## src/rtl/fifo_unpacker.sv

```systemverilog
// Pops WIDTH-bit words from a FIFO read port and re-emits each one as
// OUT_WIDTH-bit valid/ready beats, most-significant beat first.
module fifo_unpacker #(
    parameter int WIDTH     = 32,
    parameter int OUT_WIDTH = 8,
    parameter int CNT_WIDTH = 16
) (
    input  logic                 clk,
    input  logic                 rst,
    input  logic                 fifo_empty,
    input  logic [WIDTH-1:0]     fifo_dout,
    output logic                 fifo_read_en,
    output logic [OUT_WIDTH-1:0] out_data,
    output logic                 out_valid,
    input  logic                 out_ready,
    output logic                 out_last,
    output logic                 busy,
    output logic [CNT_WIDTH-1:0] word_cnt
);

    localparam int BEATS = WIDTH / OUT_WIDTH;
    localparam int IDX_W = (BEATS > 1) ? $clog2(BEATS) : 1;

    typedef enum logic [1:0] {
        S_IDLE  = 2'd0,
        S_WAIT  = 2'd1,
        S_SHIFT = 2'd2
    } state_e;

    state_e               state_q, state_d;
    logic [WIDTH-1:0]     word_q, word_d;
    logic [IDX_W-1:0]     beat_idx_q, beat_idx_d;
    logic [CNT_WIDTH-1:0] word_cnt_q, word_cnt_d;
    logic [WIDTH-1:0]     word_shifted;
    logic                 is_last;

    always_ff @(posedge clk) begin
        if (rst) begin
            state_q    <= S_IDLE;
            word_q     <= '0;
            beat_idx_q <= '0;
            word_cnt_q <= '0;
        end else begin
            state_q    <= state_d;
            word_q     <= word_d;
            beat_idx_q <= beat_idx_d;
            word_cnt_q <= word_cnt_d;
        end
    end

    // Shifting the held word left puts the current beat in the top OUT_WIDTH bits.
    always_comb begin
        word_shifted = word_q << (OUT_WIDTH * int'(beat_idx_q));
        is_last      = (beat_idx_q == IDX_W'(BEATS - 1));
    end

    always_comb begin
        state_d      = state_q;
        word_d       = word_q;
        beat_idx_d   = beat_idx_q;
        word_cnt_d   = word_cnt_q;
        fifo_read_en = 1'b0;
        out_valid    = 1'b0;
        out_last     = 1'b0;
        out_data     = '0;

        case (state_q)
            S_IDLE: begin
                if (!fifo_empty) begin
                    fifo_read_en = 1'b1;
                    state_d      = S_WAIT;
                end
            end
            S_WAIT: begin
                word_d     = fifo_dout;
                beat_idx_d = '0;
                state_d    = S_SHIFT;
            end
            S_SHIFT: begin
                out_valid = 1'b1;
                out_last  = is_last;
                out_data  = word_shifted[WIDTH-1 -: OUT_WIDTH];
                if (out_ready) begin
                    if (is_last) begin
                        word_cnt_d = word_cnt_q + CNT_WIDTH'(1);
                        if (!fifo_empty) begin
                            fifo_read_en = 1'b1;
                            state_d      = S_WAIT;
                        end else begin
                            state_d = S_IDLE;
                        end
                    end else begin
                        beat_idx_d = beat_idx_q + IDX_W'(1);
                    end
                end
            end
            default: begin
                state_d = S_IDLE;
            end
        endcase

        // A pop issued during reset would return a word nobody captures.
        if (rst) begin
            fifo_read_en = 1'b0;
        end
    end

    assign busy     = (state_q != S_IDLE);
    assign word_cnt = word_cnt_q;

endmodule

```

## config.mk

```make
export PLATFORM = sky130hd
export DESIGN_NAME = fifo_unpacker
export DESIGN_NICKNAME = d
export VERILOG_FILES = /design/src/rtl/fifo_unpacker.sv
export SDC_FILE = /design/constraint.sdc
export NUM_CORES = 1
export LEC_CHECK = 0
export CAP_MARGIN = 25
export CORE_MARGIN = 2
export CORE_UTILIZATION = 62
export CTS_CLUSTER_SIZE = 20
export DETAILED_ROUTE_END_ITERATION = 12
export DONT_BUFFER_PORTS = 1
export PLACE_DENSITY = 0.9
export SLEW_MARGIN = 40
export SYNTH_ARGS = -nofsm -noshare
export SYNTH_HDL_FRONTEND = slang
export SYNTH_SLANG_ARGS = --single-unit
```

## constraint.sdc

```tcl
create_clock -name clk -period 2.9 [get_ports clk]
set_clock_uncertainty 0.15 [all_clocks]
set_input_delay 0.29 -clock clk [delete_from_list [all_inputs] [get_ports clk]]
set_output_delay 0.29 -clock clk [all_outputs]
set_load 0.005 [all_outputs]
```

# After elaboration in Yosys (flattened, before gate mapping)
# Cells that the tools add are included.
dict set report op_classes {
  n_bitwise 0
  eq_ne 7
  n_mux 16
  multipliers 0
  div_mod_pow 0
  add_sub_neg 2
  reduce_logical 6
  shift 1
  order_cmp 0
}
# op count
set op_table {}
lappend op_table {{$shl 32x5->32} 1}
lappend op_table {{$add 16x1->16 const B} 1}
lappend op_table {{$mux 2} 5}
lappend op_table {{$reduce_and 3->1} 3}
lappend op_table {{$mux 8} 1}
lappend op_table {{$ne 2x2->1 const B} 4}
lappend op_table {{$mux 1} 7}
lappend op_table {{$pmux 2 s3} 1}
lappend op_table {{$eq 2x2->1 const B} 2}
lappend op_table {{$pmux 2 s2} 1}
lappend op_table {{$reduce_bool 2->1} 2}
lappend op_table {{$add 2x1->2 const B} 1}
lappend op_table {{$eq 2x1->1 const B} 1}
lappend op_table {{$logic_not 2->1} 1}
lappend op_table {{$pmux 1 s2} 1}
dict set report totals {
  mem_bits_ro 0
  mem_count 0
  reg_bits 52
  in_bits 36
  ram_bits 0
  latchBits 0
  word_cells 36
}

# Depth between registers and ports, before layout
# Gate-level depths: netlist of run 1.
dict set report depth {
  ltp_word 5
  ltp_mapped 6
  depth_no_buf 5
}

# Worst setup path after synthesis of run 1
# No wires, ideal clock.
dict set report synth_path {
  kind {reg-to-reg}
  startpoint {reg beat_idx_q[0]}
  endpoint {reg word_cnt_q[10], in the netlist word_cnt[10]}
  required_ns 2.680
  path_stages_with_launch 7
  arrival_time_ns 1.812
  synth_period_minus_slack_ns 2.032
  setup_ns 0.070
  path_slack_ns 0.868
  path_cell_list {dfxtp_1 ha_1 nand4b_4 or4_1 clkbuf_2 or3_1 a21oi_1}
}
dict set report synth_between {
  elab_chain_cells 2
}
# element line_no
set synth_rtl {}
lappend synth_rtl {{from (decl)} 32} ;# logic [IDX_W-1:0] beat_idx_q, beat_idx_d;
lappend synth_rtl {{from (signal assigned)} 46} ;# beat_idx_q <= beat_idx_d;
lappend synth_rtl {{$eq 2x2->1} 54} ;# is_last = (beat_idx_q == IDX_W'(BEATS - 1));
lappend synth_rtl {{$reduce_and 3->1 (no source line)} --}
lappend synth_rtl {{to (signal assigned)} 47} ;# word_cnt_q <= word_cnt_d;
lappend synth_rtl {{to (decl)} 33} ;# logic [CNT_WIDTH-1:0] word_cnt_q, word_cnt_d;
# Every way passes these cells.
# A chain may end at the register's enable or synchronous reset.

# Worst setup path in the final report of run 1
dict set report layout_path {
  startpoint {reg state_q[1]}
  endpoint {reg word_cnt_q[12], in the netlist word_cnt[12]}
}
dict set report layout_between {
  elab_chain_cells 2
}
# element line_no
set layout_rtl {}
lappend layout_rtl {{from (decl)} 30} ;# state_e state_q, state_d;
lappend layout_rtl {{from (signal assigned)} 44} ;# state_q <= state_d;
lappend layout_rtl {{$eq 2x2->1} 67} ;# case (state_q)
lappend layout_rtl {{$reduce_and 3->1 (no source line)} --}
# Every way passes these cells.

==> metrics, run 1 <==
Resized cells post-CTS 0; Post-synth ARST share 0; Post-synth top cells nand2_1 (72), dfxtp_1 (52), a21oi_1 (41); final period utilization 0.759; Clock transition at path regs 0.09 ns; FF-to-FF End word_cnt[12]$_SDFFE_PP0P_; Die ar. between 0.004 and 0.005 mm^2; DRT antenna net count 0; core area 0.00363 mm^2; power density cells around 500 mW/mm^2; Remaining DRCs 0; setup_tns 0 ns; Synth Area in XOR/XNOR 0.0265; worst hold endpoint word_cnt[15]$_SDFFE_PP0P_; FILL cells between 200 and 250; Num CTS Buffers 5; Cells after Synth about 270; Slew HR 0.517; Detailed Route Iter0 Violations just over 100; ys flop type dfxtp_1; Hold Path Origin rst; post-synth top area share 0.450; dpl hpwl 3.00 mm; top post-synthesis cells by area dfxtp_1 (45%), nand2_1 (12%), a21oi_1 (8.9%), mux4_2 (7.8%), nor2b_1 (3.5%); Layout Area Growth over Synthesis 21.6%; # IOs 64; proportion of layout cells with a drive suffix above 1 0.0963; count of nets after finishing roughly 340; Fmax 454 MHz; wire length per cell around 15 um; Via Count ~2000; Synthesized Nets roughly 310; Final Hold Viols 0; Die X about 65 um; unrepaired setup endpoints after global routing no; synth warn 0; Bufs on Longest Clock Path 2; Setup Viol. Count Final 0; post-synthesis compound-gate area fraction 0.121; routability cong. between 0.6 and 0.7; reg2reg start state_q[1]$_SDFFE_PP0P_; WP data arrival approximately 2.3 ns; Critical Path Fanout Max 15; DR pass1 iterations 4; antenna fix cells 0; largest net degree at the start of global routing 49; vias in the first global route around 1900; Final min period approximately 2.2 ns; Die Y ~65 um; CP Capture Type flip-flop; critical path type flip-flop to flip-flop; Post-Synth Adder-Cell Area 0.0108; cell taking the most area after synthesis dfxtp_1; Max VDD drop ~420 uV; fin. max-slew vios 0; worst reg-to-reg path cell count 4; initial antenna violation count 0; clock sink count 52; proportion of synthesized area in mux cells 0.0925; number of synthesized register bits 52; GRT Residual Overflow 0; most frequent cell after synthesis nand2_1; Clk Latency, worst-skew pair about 0.3 ns; kind of start point of the critical path flip-flop; CP required ~3 ns; worst hold path type primary input to flip-flop; Netlist cell types 35; drt via density roughly 5.7; worst reg-to-reg setup slack between 0.6 and 0.7 ns; leakage ~1 nW; H-tree levels 2; gr usage total 0.264; Detailed Route WL between 5 and 6 mm; largest family of logic cells by synthesized area simple AND/OR/NAND/NOR gates; max_cap viols 0; CTS root buffer clkbuf_8; first-pass GRT wire length 8.53 mm; Slew @ Worst Pin 0.706 ns; Post-Synth Simple-Gate Area 0.261; post-synthesis sequential area ratio 0.450; input/output buffers 0; Initial Utilization 0.637; synthesized area 0.00231 mm^2; number of flops mapped to enable cells by yosys 0; Worst Hold Depth 2; syn avg cell area 8.44 um^2; status finished, final reports clean; row cnt 22; fin util 0.774; CTS tree built
==> kinds of logic (layout without fill, tap and decap cells) <==
kind of cell | Yosys count | after routing
and+or+nand+nor | 127 | 127
AOI/OAI and AO/OA | 52 | 52
DFF | 52 | 52
buffers and inverters | 23 | 50
muxes | 11 | 11
xor gates and xnor gates | 7 | 7
adders and majority gates | 2 | 2
==> metal layers <==
metal,track usage,vias up,routed length [um]
li1,-,977,-
met3,0.0833,7,410
met5,0,-,0
met1,0.309,933,2080
met2,0.463,84,2720
met4,0.0807,0,59
==> final cells by class <==
cell class / instances / area (um^2) / share of cell area
multi-input combinational: 199 / 1190 / 0.422
clock buffer: 7 / 96.3 / 0.0342
tap: 48 / 60.1 / 0.0213
timing repair buffer: 39 / 388 / 0.138
sequential: 52 / 1040 / 0.370
inverter: 3 / 11.3 / 0.00400
clock inverter: 1 / 30.0 / 0.0107
==> worst max-delay path, stage by stage, from the launching register on <==
cell and delay (ns):
dfxtp_1 0.65, nand4b_4 0.19, or4_1 0.62, or3_1 0.38, a21oi_1 0.14
==> worst max path at each step <==
stage | end | start
after floorplan | word_cnt[10]$_SDFFE_PP0P_ | beat_idx_q[0]$_SDFFE_PP0P_
after detailed placement | word_cnt[14]$_SDFFE_PP0P_ | state_q[1]$_SDFFE_PP0P_
after global placement | word_cnt[10]$_SDFFE_PP0P_ | state_q[1]$_SDFFE_PP0P_
after CTS | word_cnt[12]$_SDFFE_PP0P_ | state_q[1]$_SDFFE_PP0P_
final | word_cnt[12]$_SDFFE_PP0P_ | state_q[1]$_SDFFE_PP0P_
after global routing | word_cnt[14]$_SDFFE_PP0P_ | state_q[1]$_SDFFE_PP0P_
==> state kept, by name (all words and copies together), names as in the netlist <==
| name | count |
|---|---|
| word_q | 32 |
| word_cnt | 16 |
| beat_idx_q | 2 |
| state_q | 2 |
==> layout by cell type (no fill, tap or decap) <==
| master | n |
|---|---|
| inv_1 | 3 |
| o21bai_1 | 1 |
| nand3b_1 | 1 |
| mux4_2 | 8 |
| bufinv_16 | 1 |
| clkbuf_8 | 7 |
| nand2_1 | 72 |
| buf_12 | 1 |
| o21ai_0 | 4 |
| nor4_1 | 1 |
| a2111oi_0 | 2 |
| nand2b_1 | 5 |
| nor3b_1 | 1 |
| nand3_1 | 5 |
| nand4_1 | 4 |
| nor2b_2 | 1 |
| o211ai_1 | 2 |
| and4b_1 | 1 |
| or4_1 | 1 |
| dlygate4sd3_1 | 33 |
| nor2_1 | 11 |
| a31o_2 | 1 |
| xnor2_1 | 4 |
| o22ai_1 | 1 |
| nand4b_4 | 1 |
| dfxtp_1 | 52 |
| xor2_1 | 3 |
| and2_1 | 1 |
| and3_1 | 1 |
| buf_4 | 5 |
| nor3_1 | 3 |
| a21oi_1 | 41 |
| mux2_2 | 3 |
| nor2b_1 | 12 |
| or2_2 | 1 |
| or3_1 | 4 |
| and4_1 | 1 |
| ha_1 | 2 |
==> through the flow <==
stage	setup slack (ns)	hold WS [ns]	cell area, um^2	cells	power (mW)
final	0.700	0.0615	2810	349	1.43
after global placement	0.807	0.214	2340	307	0.850
after floorplan	0.868	0.230	2310	274	0.846
after global routing	0.600	0.0703	2810	349	1.48
after detailed placement	0.765	0.216	2340	307	0.855
after CTS	0.728	0.0536	2810	349	1.43
==> where the power goes <==
group	leakage, nW	switching, mW	internal [mW]	total [mW]
clock network	0.0645	0.237	0.305	0.542
registers	0.422	0.0179	0.738	0.756
logic	0.525	0.0649	0.0690	0.134
total	1.01	0.320	1.11	1.43
==> what timing repair did <==
| item | CTS | global route |
|---|---|---|
| buffers inserted | 0 | 0 |
| hold buffers | 34 | 0 |
| endpoints found under the hold margin | 48 | 0 |
(Power assumes the default switching activity.)
==> run 2, diff against run 1 <==
--- a/config.mk
+++ b/config.mk
@@ -7,11 +7,11 @@
 export LEC_CHECK = 0
 export CAP_MARGIN = 25
 export CORE_MARGIN = 2
-export CORE_UTILIZATION = 62
+export CORE_UTILIZATION = 56
 export CTS_CLUSTER_SIZE = 20
 export DETAILED_ROUTE_END_ITERATION = 12
 export DONT_BUFFER_PORTS = 1
-export PLACE_DENSITY = 0.9
+export PLACE_DENSITY = 0.86
 export SLEW_MARGIN = 40
 export SYNTH_ARGS = -nofsm -noshare
 export SYNTH_HDL_FRONTEND = slang
==> constraint.sdc (replaced) <==
create_clock -name clk -period 1.8 [get_ports clk]
set_clock_uncertainty 0.15 [all_clocks]
set_input_delay 0.18 -clock clk [delete_from_list [all_inputs] [get_ports clk]]
set_output_delay 0.18 -clock clk [all_outputs]
set_load 0.005 [all_outputs]
==> metrics, run 2 (synthesis gave the netlist of run 1 again) <==
status finished, violations left; failing checks setup timing; critical path type flip-flop to flip-flop; Die Y just under 70 um; setup_tns -0.0307 ns; routability cong. 0.719; DR pass1 iterations 4; Critical Path Fanout Max 6; Die X 68.3 um; commonest non-fill, non-tap cell in the layout nand2_1; pre-CTS WS -0.0150 ns; Max VDD drop 718 uV; Bufs on Longest Clock Path 2; leakage between 1 and 1.5 nW; P_int 1.82 mW; Reg power frac 0.515; total power 2.34 mW; WP data arrival 1.91 ns; worst reg-to-reg setup slack -0.03 ns; Sw Share 0.224; power density cells between 700 and 800 mW/mm^2; Layout Area Growth over Synthesis 37.1%; clock sink count 52; max_cap viols 0; proportion of layout cells with a drive suffix above 1 0.223; logic gate share of total power 0.115; Slew HR 0.707; Max stage delay on crit path roughly 0.46 ns; grt met2 use 0.454; Clock transition at path regs 0.09 ns; kind of start point of the critical path flip-flop; Clk Latency, worst-skew pair 0.30 ns; setup ws final -0.0298 ns; vias in the first global route around 2000; final period utilization 1.02; GRT Residual Overflow 0; Remaining DRCs 0; Final Hold Viols 0; input/output buffers 0; Detailed Route Iter0 Violations 99; # IOs 64; dpl hpwl about 3.2 mm; Initial Utilization 0.578; fin. max-slew vios 0; core area 0.00400 mm^2; Post-DP Area 0.00251 mm^2; WHS 0.0301 ns; global routing met1 resource utilization 0.278; Worst Hold Depth 2; CP cell instances ha_4 -> nand4b_4 -> or4_4 -> or3_1 -> a21oi_1; initial antenna violation count 0; grt peak-use layer met2; most flop-heavy register word_q; count of nets after finishing approximately 360; CP required roughly 1.9 ns; CTS root buffer clkbuf_8; gr usage total 0.250; Fmax between 500 and 600 MHz; most frequent cells in the layout nand2_1 (71), dfxtp_1 (45), a21oi_1 (41); Switching Power 0.526 mW; Final min period approximately 1.8 ns; max reg flops 32; worst reg-to-reg path cell count 5; unrepaired setup endpoints after global routing yes; Slew @ Worst Pin 0.428 ns; largest net degree at the start of global routing 56; worst hold path type primary input to flip-flop; Via Count approximately 2100; Die ar. 0.00466 mm^2; CP max stage cell or4_4; Num CTS Buffers 5; Detailed Route WL ~5.7 mm; Setup Viol. Count Final 2; DRT antenna net count 0; row cnt 23; CTS tree built; antenna fix cells 0; met3 global-route usage 0.0855; first-pass GRT wire length 8.62 mm; H-tree levels 2; fin area ~0.0032 mm^2; Clk pwr share 0.369; wire length per cell around 15 um; drt via density roughly 5.5; CP Capture Type flip-flop
[run 2: repair_timing]
item / 4_1_cts / 5_1_grt
setup buffers: 1 / 7
hold buffers: 35 / 0
setup endpoints to repair: 11 / 13
gates resized for setup: 20 / 10
hold endpoints to repair: 52 / 0
pin swaps: 1 / 1
[run 2: through the flow]
stage,std cells,util
2_1_floorplan,274,-
5_1_grt,377,0.793
6_report,377,0.793
4_1_cts,370,0.772
3_5_place_dp,326,0.628
3_3_place_gp,326,0.628
[run 2: critical path, delay by kind of cell (launching register included)]
kind / cells / cell delay, ns
fa+ha+maj: 1 / 0.15
compound gates: 1 / 0.15
simple gates: 3 / 0.93
flops: 1 / 0.38
[run 2: final timing paths]
check | to | start
setup / recovery | word_cnt[10]$_SDFFE_PP0P_ | beat_idx_q[1]$_SDFFE_PP0P_
hold / removal | word_cnt[8]$_SDFFE_PP0P_ | rst
setup reg to reg | word_cnt[10]$_SDFFE_PP0P_ | beat_idx_q[1]$_SDFFE_PP0P_
hold reg to reg | word_q[20]$_SDFFE_PP0N_ | word_q[20]$_SDFFE_PP0N_
[run 2: power groups by stage]
stage / sequential (mW) / combinational [mW] / clock, mW
after floorplan: 1.23 / 0.131 / 0
after global placement: 1.23 / 0.149 / 0
after detailed placement: 1.24 / 0.152 / 0
after CTS: 1.21 / 0.249 / 0.878
after global routing: 1.21 / 0.295 / 0.920
final: 1.21 / 0.270 / 0.866
[run 2: layer usage]
layer,part of all wire,up-vias,wire (um)
met5,0,-,0
met4,0.0056,0,32
met3,0.076,5,435
met2,0.52,72,2950
met1,0.40,962,2280
li1,-,1030,-
[run 2: final cells by class]
cell class	instances	area [um^2]
multi-input cells	199	1290
flip-flops and latches	52	1050
fillers	258	828
repair buffers	65	622
clock buffers	7	96.3
well taps	50	62.6
clock inverters	1	30.0
inverters	3	11.3
